===== src/rtl/vga_timing_gen.sv =====
`default_nettype none
// ============================================================================
//  Module   : vga_timing_gen
//  Purpose  : VGA raster timing generator. A sys_clk divider produces one
//             pixel slot every CLK_DIV cycles. Horizontal and vertical
//             counters walk the raster. Sync, data-enable, pixel coordinates,
//             line/frame strobes and an optional colour-bar test pattern are
//             all registered on the edge where the counters advance.
//  Options  : define VGA_TIMING_PATTERN_EN to build the 8-bar test pattern.
//             Without it, pat_r/pat_g/pat_b are constant zero.
//  Revision : 1.0  initial release
// ============================================================================
module vga_timing_gen #(
   parameter int H_VISIBLE = 640,
   parameter int H_FP      = 16,
   parameter int H_SYNC    = 96,
   parameter int H_BP      = 48,
   parameter int V_VISIBLE = 480,
   parameter int V_FP      = 10,
   parameter int V_SYNC    = 2,
   parameter int V_BP      = 33,
   parameter int CLK_DIV   = 4
) (
   input  logic       sys_clk,
   input  logic       reset,
   input  logic       en,
   output logic       pix_tick,
   output logic       hsync,
   output logic       vsync,
   output logic       DE,
   output logic [9:0] x_pixel,
   output logic [9:0] y_pixel,
   output logic       frame_start,
   output logic       line_start,
   output logic [3:0] pat_r,
   output logic [3:0] pat_g,
   output logic [3:0] pat_b
);

   // -------------------------------------------------------------------------
   // Derived geometry
   // -------------------------------------------------------------------------
   localparam int c_H_TOTAL = H_VISIBLE + H_FP + H_SYNC + H_BP;
   localparam int c_V_TOTAL = V_VISIBLE + V_FP + V_SYNC + V_BP;

   // A single-cycle divider still needs a 1-bit register to stay legal.
   localparam int c_DIV_W = (CLK_DIV > 1) ? $clog2(CLK_DIV) : 1;
   localparam logic [c_DIV_W-1:0] c_DIV_LAST = c_DIV_W'(CLK_DIV - 1);

   localparam logic [9:0] c_H_LAST   = 10'(c_H_TOTAL - 1);
   localparam logic [9:0] c_V_LAST   = 10'(c_V_TOTAL - 1);
   localparam logic [9:0] c_H_VIS    = 10'(H_VISIBLE);
   localparam logic [9:0] c_V_VIS    = 10'(V_VISIBLE);
   localparam logic [9:0] c_HS_BEGIN = 10'(H_VISIBLE + H_FP);
   localparam logic [9:0] c_HS_END   = 10'(H_VISIBLE + H_FP + H_SYNC);
   localparam logic [9:0] c_VS_BEGIN = 10'(V_VISIBLE + V_FP);
   localparam logic [9:0] c_VS_END   = 10'(V_VISIBLE + V_FP + V_SYNC);

   // -------------------------------------------------------------------------
   // State
   // -------------------------------------------------------------------------
   logic [c_DIV_W-1:0] r_div_cnt;
   logic [9:0]         r_h_cnt;
   logic [9:0]         r_v_cnt;

   logic               r_pix_tick;
   logic               r_line_start;
   logic               r_frame_start;
   logic               r_de;
   logic               r_hsync;
   logic               r_vsync;
   logic [9:0]         r_x_pixel;
   logic [9:0]         r_y_pixel;

   // -------------------------------------------------------------------------
   // Next-position decode. Every registered output is computed from the
   // counters' next value so that outputs and counters move on the same edge.
   // -------------------------------------------------------------------------
   logic       w_tick;
   logic       w_h_wrap;
   logic       w_v_wrap;
   logic [9:0] w_h_next;
   logic [9:0] w_v_next;
   logic       w_de_next;
   logic       w_hsync_next;
   logic       w_vsync_next;

   assign w_tick   = en && (r_div_cnt == c_DIV_LAST);
   assign w_h_wrap = (r_h_cnt == c_H_LAST);
   assign w_v_wrap = (r_v_cnt == c_V_LAST);

   assign w_h_next = w_h_wrap ? 10'd0 : (r_h_cnt + 10'd1);
   assign w_v_next = !w_h_wrap ? r_v_cnt
                   : (w_v_wrap ? 10'd0 : (r_v_cnt + 10'd1));

   assign w_de_next    = (w_h_next < c_H_VIS) && (w_v_next < c_V_VIS);
   // Syncs are active-low: low only inside the sync pulse window.
   assign w_hsync_next = !((w_h_next >= c_HS_BEGIN) && (w_h_next < c_HS_END));
   assign w_vsync_next = !((w_v_next >= c_VS_BEGIN) && (w_v_next < c_VS_END));

   // Pixel-slot divider: counts only while enabled, so a pause keeps its phase.
   always_ff @(posedge sys_clk or negedge reset) begin
      if (!reset) begin
         r_div_cnt <= '0;
      end else if (en) begin
         if (r_div_cnt == c_DIV_LAST) begin
            r_div_cnt <= '0;
         end else begin
            r_div_cnt <= r_div_cnt + 1'b1;
         end
      end
   end

   // Raster counters: reset to the last slot so the first tick lands on (0,0).
   always_ff @(posedge sys_clk or negedge reset) begin
      if (!reset) begin
         r_h_cnt <= c_H_LAST;
         r_v_cnt <= c_V_LAST;
      end else if (w_tick) begin
         r_h_cnt <= w_h_next;
         r_v_cnt <= w_v_next;
      end
   end

   // Single-cycle strobes: follow the tick, so a disabled cycle clears them.
   always_ff @(posedge sys_clk or negedge reset) begin
      if (!reset) begin
         r_pix_tick    <= 1'b0;
         r_line_start  <= 1'b0;
         r_frame_start <= 1'b0;
      end else begin
         r_pix_tick    <= w_tick;
         r_line_start  <= w_tick && (w_h_next == 10'd0);
         r_frame_start <= w_tick && (w_h_next == 10'd0) && (w_v_next == 10'd0);
      end
   end

   // Level outputs: updated only on a pixel slot, held otherwise.
   always_ff @(posedge sys_clk or negedge reset) begin
      if (!reset) begin
         r_de      <= 1'b0;
         r_hsync   <= 1'b1;
         r_vsync   <= 1'b1;
         r_x_pixel <= 10'd0;
         r_y_pixel <= 10'd0;
      end else if (w_tick) begin
         r_de      <= w_de_next;
         r_hsync   <= w_hsync_next;
         r_vsync   <= w_vsync_next;
         r_x_pixel <= w_de_next ? w_h_next : 10'd0;
         r_y_pixel <= w_de_next ? w_v_next : 10'd0;
      end
   end

   assign pix_tick    = r_pix_tick;
   assign line_start  = r_line_start;
   assign frame_start = r_frame_start;
   assign DE          = r_de;
   assign hsync       = r_hsync;
   assign vsync       = r_vsync;
   assign x_pixel     = r_x_pixel;
   assign y_pixel     = r_y_pixel;

`ifdef VGA_TIMING_PATTERN_EN
   // -------------------------------------------------------------------------
   // Colour bars: eight equal-width vertical bars across the visible line,
   // ordered white, yellow, cyan, green, magenta, red, blue, black.
   // -------------------------------------------------------------------------
   localparam int c_BAR_W = H_VISIBLE / 8;

   logic [2:0]  w_bar;
   logic [11:0] w_pat_next;
   logic [3:0]  r_pat_r;
   logic [3:0]  r_pat_g;
   logic [3:0]  r_pat_b;

   // Bar index from a threshold chain, avoiding a divider on the pixel path.
   always_comb begin
      w_bar = 3'd0;
      for (int i = 1; i < 8; i++) begin
         if (w_h_next >= 10'(i * c_BAR_W)) begin
            w_bar = 3'(i);
         end
      end
   end

   // Bar index to full-scale RGB.
   always_comb begin
      w_pat_next = 12'h000;
      case (w_bar)
         3'd0:    w_pat_next = 12'hFFF;
         3'd1:    w_pat_next = 12'hFF0;
         3'd2:    w_pat_next = 12'h0FF;
         3'd3:    w_pat_next = 12'h0F0;
         3'd4:    w_pat_next = 12'hF0F;
         3'd5:    w_pat_next = 12'hF00;
         3'd6:    w_pat_next = 12'h00F;
         default: w_pat_next = 12'h000;
      endcase
   end

   // Pattern registers move with DE and are black outside the visible window.
   always_ff @(posedge sys_clk or negedge reset) begin
      if (!reset) begin
         r_pat_r <= 4'h0;
         r_pat_g <= 4'h0;
         r_pat_b <= 4'h0;
      end else if (w_tick) begin
         if (w_de_next) begin
            r_pat_r <= w_pat_next[11:8];
            r_pat_g <= w_pat_next[7:4];
            r_pat_b <= w_pat_next[3:0];
         end else begin
            r_pat_r <= 4'h0;
            r_pat_g <= 4'h0;
            r_pat_b <= 4'h0;
         end
      end
   end

   assign pat_r = r_pat_r;
   assign pat_g = r_pat_g;
   assign pat_b = r_pat_b;
`else
   // Pattern generator not built: colour outputs are constant black.
   assign pat_r = 4'h0;
   assign pat_g = 4'h0;
   assign pat_b = 4'h0;
`endif

endmodule
`default_nettype wire


===== config.mk =====
export PLATFORM = sky130hd
export DESIGN_NAME = vga_timing_gen
export DESIGN_NICKNAME = d
export VERILOG_FILES = /design/src/rtl/vga_timing_gen.sv
export SDC_FILE = /design/constraint.sdc
export NUM_CORES = 1
export LEC_CHECK = 0
export ABC_AREA = 1
export CORE_MARGIN = 2
export CORE_UTILIZATION = 35
export DETAILED_ROUTE_END_ITERATION = 10
export GPL_ROUTABILITY_DRIVEN = 0
export PLACE_DENSITY_LB_ADDON = 0.2
export SETUP_SLACK_MARGIN = 0.3
export SKIP_LAST_GASP = 1
export SLEW_MARGIN = 10
export SYNTH_ARGS = -nofsm -noshare
export SYNTH_HDL_FRONTEND = slang
export SYNTH_SLANG_ARGS = --single-unit

===== constraint.sdc =====
create_clock -name sys_clk -period 2 [get_ports sys_clk]
set_input_delay 0.3 -clock sys_clk [delete_from_list [all_inputs] [get_ports sys_clk]]
set_output_delay 0.3 -clock sys_clk [all_outputs]
set_load 0.005 [all_outputs]

== Word-level counts from Yosys, hierarchy flattened ==
Index checks and enable logic that the tools add are counted.

* Register bits after elaboration: 48
* Bits of input ports: 3
* Output and inout bits: 38
* Logic and storage cells: 39

* Add/subtract/negate cells: 3
* Magnitude comparators: 6
* Equality and inequality tests: 3
* Multiplexer cells: 6
* Reduce and logical (&&, ||, !) cells: 10

{| class="wikitable"
|+ Operators with widths
! kind !! count
|-
| $mux 10 || 5
|-
| $add 10x1->10 const B || 2
|-
| $eq 10x10->1 const B || 2
|-
| $logic_not 10->1 || 2
|-
| $lt 10x10->1 const B || 2
|-
| $lt 10x9->1 const B || 2
|-
| $ge 10x10->1 const B || 1
|-
| $ge 10x9->1 const B || 1
|-
| $logic_and 1x1->1 || 6
|-
| $add 2x1->2 const B || 1
|-
| $eq 2x2->1 const B || 1
|-
| $logic_not 1->1 || 2
|-
| $mux 2 || 1
|}

== Depth between registers and ports, before layout ==
Gate-level depths: netlist (run 1).

* Word-level depth: 6
* Gate-level depth with buffers: 13
* Gate-level depth less buffers: 13

== Worst setup path before layout (run 1) ==
Ideal clock, no wire load.

* Path type: flip-flop to flip-flop
* From: register r_h_cnt[0]
* To: register r_y_pixel[3] (netlist: y_pixel[3])
* Setup time: 131 ps
* Arrival time: 1809 ps
* Data required time: 1869 ps
* Slack: 61 ps
* Stages on the path, launching flop included: 13
* Path buffers: 2
* Clock period less this slack: 1939 ps
* Path through: dfstp_2 ha_1 nand3_2 nor2_4 nand3_2 buf_6 nand2_1 nand2_1 nor2_2 nand2_2 nand2_2 buf_6 a21boi_2

* Cells in the longest elaborated chain, start to end: 5
* Elaborated cells on any way between the ends: 8
* Those cells by class: add/sub (1); order compare (2); eq/ne (1); mux (3); reduce/logical (1)

{| class="wikitable"
|+ RTL lines
! element !! RTL line !! RTL
|-
| start: declaration || 63 || <nowiki>logic [9:0] r_h_cnt;</nowiki>
|-
| start signal: assignment || 117 || <nowiki>r_h_cnt <= c_H_LAST;</nowiki>
|-
| start signal: assignment || 120 || <nowiki>r_h_cnt <= w_h_next;</nowiki>
|-
| $add 10x1->10 / $eq 10x10->1 (equally long branches) || 92, 89 ||
|-
| $mux 10 (on tied branches) || 92, 93 ||
|-
| $lt 10x10->1 / $lt 10x9->1 (equally long branches) || 96 || <nowiki>assign w_de_next = (w_h_next < c_H_VIS) && (w_v_next < c_V_VIS);</nowiki>
|-
| $logic_and 1x1->1 || 96 ||
|-
| $mux 10 (*) || 151 || <nowiki>r_y_pixel <= w_de_next ? w_v_next : 10'd0;</nowiki>
|-
| end signal: assignment || 151 ||
|-
| end: declaration || 73 || <nowiki>logic [9:0] r_y_pixel;</nowiki>
|}

Every way passes the cells marked *; elsewhere a longest branch is shown, timed or not.
A chain may end at the register's enable or synchronous reset.

== Worst setup path in the final report (run 1) ==
* From: register r_h_cnt[0]
* To: register r_x_pixel[1] (netlist: x_pixel[1])

* Cells in the longest elaborated chain, start to end: 5
* Elaborated cells on any way between the ends: 8
* Those cells by class: add/sub (1); order compare (2); eq/ne (1); mux (3); reduce/logical (1)

{| class="wikitable"
|+ RTL lines
! element !! RTL line !! RTL
|-
| $add 10x1->10 / $eq 10x10->1 (equally long branches) || 92, 89 ||
|-
| $mux 10 (on tied branches) || 92, 93 ||
|-
| $lt 10x10->1 / $lt 10x9->1 (equally long branches) || 96 ||
|-
| $logic_and 1x1->1 || 96 ||
|-
| $mux 10 (*) || 150 || <nowiki>r_x_pixel <= w_de_next ? w_h_next : 10'd0;</nowiki>
|-
| end signal: assignment || 150 ||
|-
| end: declaration || 72 || <nowiki>logic [9:0] r_x_pixel;</nowiki>
|}

Marked as above.

==> run_results.csv, run 1 <==
group,metric,value,unit
yosys,synth_warnings,0,
worst_setup_path,crit_top_cell,"nand2_2",
timing,rsz0062_at_grt,"true",
timing,fmax,0.509,GHz
timing,hold_ws,0.0863,ns
clock_network,cts_made_buffers,5,
clock_network,cts-root-buf,"clkbuf_8",
hold_path,hold_path.class,"input port to async pin",
power,p_leak,1.71,nW
cells_and_area,final_util,0.476,
die,boundaryPins,41,
run,cap_violations,0,
timing,period_needed,1.96,ns
yosys,syn_area,0.00278,sq mm
routing,ant_nets,0,
routing,routed_wl,6790,um
clock_network,htree_levels,2,
timing,setup_violations,0,
power,internal_power,2.87,mW
power,swShare,0.402,
die,die_y,93.1,um
power,pwr-share-clk,0.148,
yosys,synthCells,360,
yosys,synth_top_cell_area_share,0.324,
placement,post-dp-hpwl,4720,um
routing,initialDrtViolationCount,151,
yosys,synth_area_per_cell,7.72,sq um
clock_network,cts_tree,"built",
timing,final.period_utilization,0.982,
worst_setup_path,critPathArrivalTime,2.17,ns
power,p_switching,1.93,mW
worst_setup_path,worstPathCellList,"ha_4 -> buf_6 -> nand4_4 -> nor2_4 -> buf_6 -> nand3_2 -> nand2_2 -> nand2_2 -> inv_2 -> nand2_2 -> nand2_4 -> clkbuf_16 -> o21ai_2",
yosys,ys_seq_area_frac,0.438,
global_route,grt.overflow.total,0,
timing,relSlewSlack,0.592,
routing,drc_errors,0,
worst_setup_path,worstSetupEndpointType,"register",
global_route,grt_max_degree,49,
die,die_w,93.1,um
die,dieArea,0.00867,sq mm
cells_and_area,stdcell_area,0.00368,sq mm
cells_and_area,num_antenna_cells,0,
clock_network,clk_path_buf_depth,2,
global_route,grt_pass1_vias,2395,
timing,finalMaxSlewViolations,0,
worst_setup_path,crit_type,"register to register",
worst_setup_path,required,2.20,ns
yosys,synth_area_leaders,"dfrtp_1 (32%), nand2_1 (16%), dfstp_2 (11%)",
timing,hold_violations,0,
timing,skew,0.00668,ns
yosys,synth_area_leader_cell,"dfrtp_1",
power,cellPowerDensity,1300,mW/mm^2
routing,post_drt_wl_per_cell,13.0,um
timing,worstMarginPinSlew,0.613,ns
routing,via_per_inst,4.78,
run_status,status,"finished, final reports clean",
worst_setup_path,path_max_fanout,6,
cells_and_area,fin_nets,427,
clock_network,clk_latency,0.31,ns
placement,place_area,0.00325,sq mm
die,placementRows,32,
clock_network,hold_buffers,0,
global_route,grt_usage,0.162,
die,start_util,0.360,
power,seqPwrFrac,0.360,
clock_network,cts.sinks,48,
global_route,antenna_found_initial,0,
placement,port_buffers,28,
die,fp.coreArea,0.00773,sq mm
worst_setup_path,critical_path.max_stage_delay,0.56,ns
cells_and_area,drive_above_1_share,0.302,
power,pwr-share-comb,0.492,
cells_and_area,areaGrowthSynthToFinish,32.5,%
yosys,ys_ff_latch,48,
routing,drtPass1Iterations,5,
global_route,grt_pass1_wl,11200,um
worst_setup_path,start_kind,"register",
routing,num_vias,2494,
yosys,synth_cell_types,30,
clock_network,clk_pin_slew,0.09,ns
power,vdd_ir_drop_max,479,uV
timing,finalSetupTns,0,ns
worst_setup_path,critPathSlowestCell,"dfstp_2",
area by class of cell:
class | count | area, sq um
Multi-Input combinational cell | 264 | 1470
Clock inverter | 3 | 42.5
Tap cell | 102 | 128
Inverter | 37 | 139
Timing Repair Buffer | 63 | 618
Fill cell | 775 | 4050
Clock buffer | 5 | 68.8
Sequential cell | 48 | 1220
power by group through the flow:
stage	Sequential [mW]	Combinational [mW]	Clock, mW
2_1_floorplan	1.71	1.20	0
3_3_place_gp	1.75	1.96	0
3_5_place_dp	1.75	1.98	0
4_1_cts	1.73	2.14	0.742
5_1_grt	1.78	2.65	0.772
6_report	1.73	2.36	0.713
layer usage:
layer / routed length, um / vias up / global-route usage / share of wire
met5: 0 / - / 0 / 0
met4: 182 / 0 / 0.0564 / 0.027
met3: 245 / 19 / 0.0322 / 0.036
met2: 3300 / 59 / 0.266 / 0.49
met1: 3060 / 1172 / 0.215 / 0.45
li1: - / 1244 / - / -
path summary, 6_finish.rpt:
| kind | from | endpoint | slack (ns) | cells past startpoint |
|---|---|---|---|---|
| max | r_h_cnt[0] | x_pixel[1] | 0.04 | 13 |
| min | reset | y_pixel[4] | 0.09 | 2 |
| max reg2reg | r_h_cnt[0] | x_pixel[1] | 0.04 | 13 |
| min reg2reg | DE | DE | 0.49 | 2 |
| max in group asynchronous | reset | y_pixel[1] | 1.49 | 2 |
| min in group sys_clk | DE | DE | 0.49 | 2 |
placed cells by master (no fill, tap or decap), types with 5 or more instances in the layout:
cell,Yosys,layout
buf_4,12,23
buf_6,4,8
conb_1,1,12
o21ai_1,4,10
nor2_1,27,20
nand2_1,120,107
nand3_2,3,7
inv_1,35,34
nand3_1,28,21
dfstp_2,12,12
clkbuf_8,0,5
clkdlybuf4s50_1,0,27
nor2_2,4,9
nand2_2,4,15
dfrtp_1,36,36
o21ai_0,20,12
o21ai_2,19,21
synth_stat cells:
cell type,instances
nand4_2,1
inv_1,35
nand4_1,4
ha_1,5
clkbuf_1,4
dfstp_2,12
dfrtp_1,36
buf_6,4
nor3_1,2
inv_2,2
mux2_2,1
buf_4,12
a21boi_2,1
o21ai_2,19
nand2_2,4
xor2_1,1
o21ai_1,4
nand3_2,3
o21ai_0,20
or2_2,1
buf_1,2
nand2_4,1
nand3_1,28
nor2_4,2
a21oi_1,3
nand2_1,120
nor2_2,4
conb_1,1
nor2_1,27
a211oi_1,1
metrics by stage:
| step | setup slack [ns] | std cells | power [mW] |
|---|---|---|---|
| after floorplan | 0.149 | 371 | 2.91 |
| after global placement | 0.0271 | 498 | 3.70 |
| after detailed placement | -0.0145 | 498 | 3.73 |
| after CTS | 0.0372 | 514 | 4.62 |
| after global routing | -0.0650 | 522 | 5.20 |
| final | 0.0361 | 522 | 4.80 |
what timing repair did:
item,4_1_cts,5_1_grt
resized for setup,34,22
endpoints found under the setup margin,34,39
gates cloned,0,1
setup buffers,8,7
pin swaps,5,16
logic make-up after synthesis:
kind of cell / after synthesis / synth area share
other cells: 1 / 0.00135
simple gates: 197 / 0.309
xor+xnor: 1 / 0.00315
flops: 48 / 0.438
compound gates: 48 / 0.115
buf+inv: 59 / 0.107
fa+ha+maj: 5 / 0.0225
mux: 1 / 0.00405
critical path: cells and delay by family (launching register included):
kind / cells / cell delay, ns
AND/OR/NAND/NOR: 7 / 0.65
flip-flops: 1 / 0.56
buffers and inverters: 4 / 0.46
adder cells (fa/ha/maj): 1 / 0.15
AO/OA/AOI/OAI: 1 / 0.05
state kept, by name, indices dropped and copies added, names as in the netlist:
signal       cells
frame_start      1
y_pixel         10
DE               1
x_pixel         10
r_h_cnt         10
r_v_cnt         10
r_div_cnt        2
line_start       1
hsync            1
vsync            1
pix_tick         1
No activity file was read; power rests on OpenSTA's default activity.
==> inputs of run 2 (changes only) <==
--- a/config.mk
+++ b/config.mk
@@ -9,7 +9,7 @@
 export CORE_MARGIN = 2
 export CORE_UTILIZATION = 35
 export DETAILED_ROUTE_END_ITERATION = 10
-export GPL_ROUTABILITY_DRIVEN = 0
+export GPL_ROUTABILITY_DRIVEN = 1
 export PLACE_DENSITY_LB_ADDON = 0.2
 export SETUP_SLACK_MARGIN = 0.3
 export SKIP_LAST_GASP = 1
==> results of run 2 <==
No change in the layout: final DEF, timing and power equal those of run 1.
==> inputs of run 3 (changes only) <==
--- a/config.mk
+++ b/config.mk
@@ -11,6 +11,7 @@
 export DETAILED_ROUTE_END_ITERATION = 10
 export GPL_ROUTABILITY_DRIVEN = 1
 export PLACE_DENSITY_LB_ADDON = 0.2
+export RECOVER_POWER = 25
 export SETUP_SLACK_MARGIN = 0.3
 export SKIP_LAST_GASP = 1
 export SLEW_MARGIN = 10
==> run 3 against run 2 <==
Clock skew is the same. Largest cell class unchanged. Total power is essentially flat. Setup slack is the same.
==> run_results.csv, run 3 (synthesized netlist as in run 1, its figures left out) <==
group,metric,value,unit
power,p_total,4.80,mW
clock_network,cts_tree,"built",
die,boundaryPins,41,
routing,drtPass1Iterations,5,
worst_setup_path,worstPathCellList,"ha_4 -> buf_6 -> nand4_4 -> nor2_4 -> buf_6 -> nand3_2 -> nand2_2 -> nand2_2 -> inv_2 -> nand2_2 -> nand2_4 -> clkbuf_16 -> o21ai_2",
routing,initialDrtViolationCount,151,
placement,gp_congestion,0.847,
worst_setup_path,critPathSlowestCell,"dfstp_2",
die,placementRows,32,
worst_setup_path,critical_path.max_stage_delay,0.56,ns
worst_setup_path,r2r-end,"x_pixel[1]",
hold_path,hold_path.class,"input port to async pin",
routing,routed_wl,6790,um
timing,skew,0.00668,ns
worst_setup_path,rr_worst_depth,13,
die,fp.coreArea,0.00773,sq mm
cells_and_area,drive_above_1_share,0.302,
die,dieArea,0.00867,sq mm
worst_setup_path,crit_type,"register to register",
routing,via_per_inst,4.78,
timing,finalSetupTns,0,ns
global_route,grt_usage,0.162,
global_route,grt_pass1_wl,11200,um
cells_and_area,num_antenna_cells,0,
worst_setup_path,worstSetupEndpointType,"register",
cells_and_area,areaGrowthSynthToFinish,32.4,%
die,start_util,0.360,
global_route,antenna_found_initial,0,
clock_network,htree_levels,2,
worst_setup_path,critPathArrivalTime,2.17,ns
routing,ant_nets,0,
power,vdd_ir_drop_max,479,uV
timing,relSlewSlack,0.205,
timing,fmax,0.509,GHz
worst_setup_path,required,2.20,ns
clock_network,hold_buffers,0,
timing,hold_violations,0,
placement,place_inst,498,
timing,final.period_utilization,0.982,
timing,worstMarginPinSlew,1.19,ns
timing,finalMaxSlewViolations,0,
clock_network,clk_pin_slew,0.09,ns
clock_network,clk_path_buf_depth,2,
cells_and_area,final_cell_mix,"nand2_1 (107), dfrtp_1 (36), inv_1 (34)",
timing,setup_violations,0,
cells_and_area,layout_commonest_cell,"nand2_1",
run,cap_violations,0,
cells_and_area,post_layout_nonfiller_instances,522,
cells_and_area,fin_nets,427,
timing,rsz0062_at_grt,"true",
routing,drc_errors,0,
clock_network,cts_made_buffers,5,
die,die_y,93.1,um
worst_setup_path,r2r_start,"r_h_cnt[0]",
power,cellPowerDensity,1310,mW/mm^2
placement,post-dp-hpwl,4720,um
routing,post_drt_wl_per_cell,13.0,um
placement,port_buffers,28,
worst_setup_path,start_kind,"register",
power,p_leak,1.71,nW
worst_setup_path,r2r_slack,0.04,ns
clock_network,clk_latency,0.31,ns
run_status,status,"finished, final reports clean",
global_route,grt_max_degree,49,
cells_and_area,fill_cells,775,
global_route,grt.overflow.total,0,
worst_setup_path,crit_top_cell,"nand2_2",
worst_setup_path,path_max_fanout,6,
global_route,grt_pass1_vias,2395,
die,die_w,93.1,um
routing,num_vias,2494,
clock_network,cts-root-buf,"clkbuf_8",
timing,period_needed,1.96,ns
clock_network,cts.sinks,48,
run 3: what timing repair did:
action                     in CTS  in global routing
setup endpoints to repair      34                 39
gates cloned                    0                  1
pin swaps                       5                 16
resized for setup              34                 22
buffers inserted                8                  7
run 3: routing by layer:
layer,GRT usage,vias to the layer above,part of all wire
met5,0,-,0
met4,0.0564,0,0.027
met3,0.0322,19,0.036
met2,0.266,59,0.49
met1,0.215,1172,0.45
li1,-,1244,-
run 3: metrics by stage:
step | hold WS (ns) | cell area [sq um] | worst slack (ns) | utilization
after detailed placement | 0.448 | 3250 | -0.0145 | 0.421
final | 0.312 | 3680 | 0.0361 | 0.476
after floorplan | 0.00441 | 2850 | 0.149 | -
after CTS | 0.112 | 3520 | 0.0372 | 0.456
after global routing | 0.440 | 3680 | -0.0650 | 0.476
after global placement | 0.447 | 3250 | 0.0271 | 0.421
run 3: layout make-up:
cell class	count	area [sq um]	share of cell area
Clock buffer	5	68.8	0.0187
Clock inverter	3	42.5	0.0116
Inverter	37	139	0.0378
Multi-Input combinational cell	264	1470	0.399
Sequential cell	48	1220	0.331
Tap cell	102	128	0.0347
Timing Repair Buffer	63	616	0.167
run 3: power by group:
| part | total (mW) | internal (mW) | switching, mW | leakage, nW |
|---|---|---|---|---|
| sequential | 1.73 | 1.39 | 0.339 | 0.603 |
| clock | 0.713 | 0.370 | 0.343 | 0.0541 |
| combinational | 2.36 | 1.11 | 1.25 | 1.05 |
| total | 4.80 | 2.87 | 1.93 | 1.71 |
run 3: critical path: cells and delay by family, from the launching register on:
| family | cells | cell delay (ns) |
|---|---|---|
| AND/OR/NAND/NOR | 7 | 0.65 |
| flip-flops | 1 | 0.56 |
| buffers and inverters | 4 | 0.46 |
| adder cells (fa/ha/maj) | 1 | 0.15 |
| AO/OA/AOI/OAI | 1 | 0.05 |
run 3: worst max-delay path by stage:
stage                           from     endpoint  slack (ns)  cells past startpoint
after floorplan           r_h_cnt[0]   y_pixel[3]        0.15                     12
after global placement    r_h_cnt[9]   y_pixel[2]        0.03                     12
after detailed placement  r_h_cnt[9]  frame_start       -0.01                     11
after CTS                 r_h_cnt[1]           DE        0.04                     13
after global routing      r_h_cnt[0]   x_pixel[1]       -0.06                     13
final                     r_h_cnt[0]   x_pixel[1]        0.04                     13
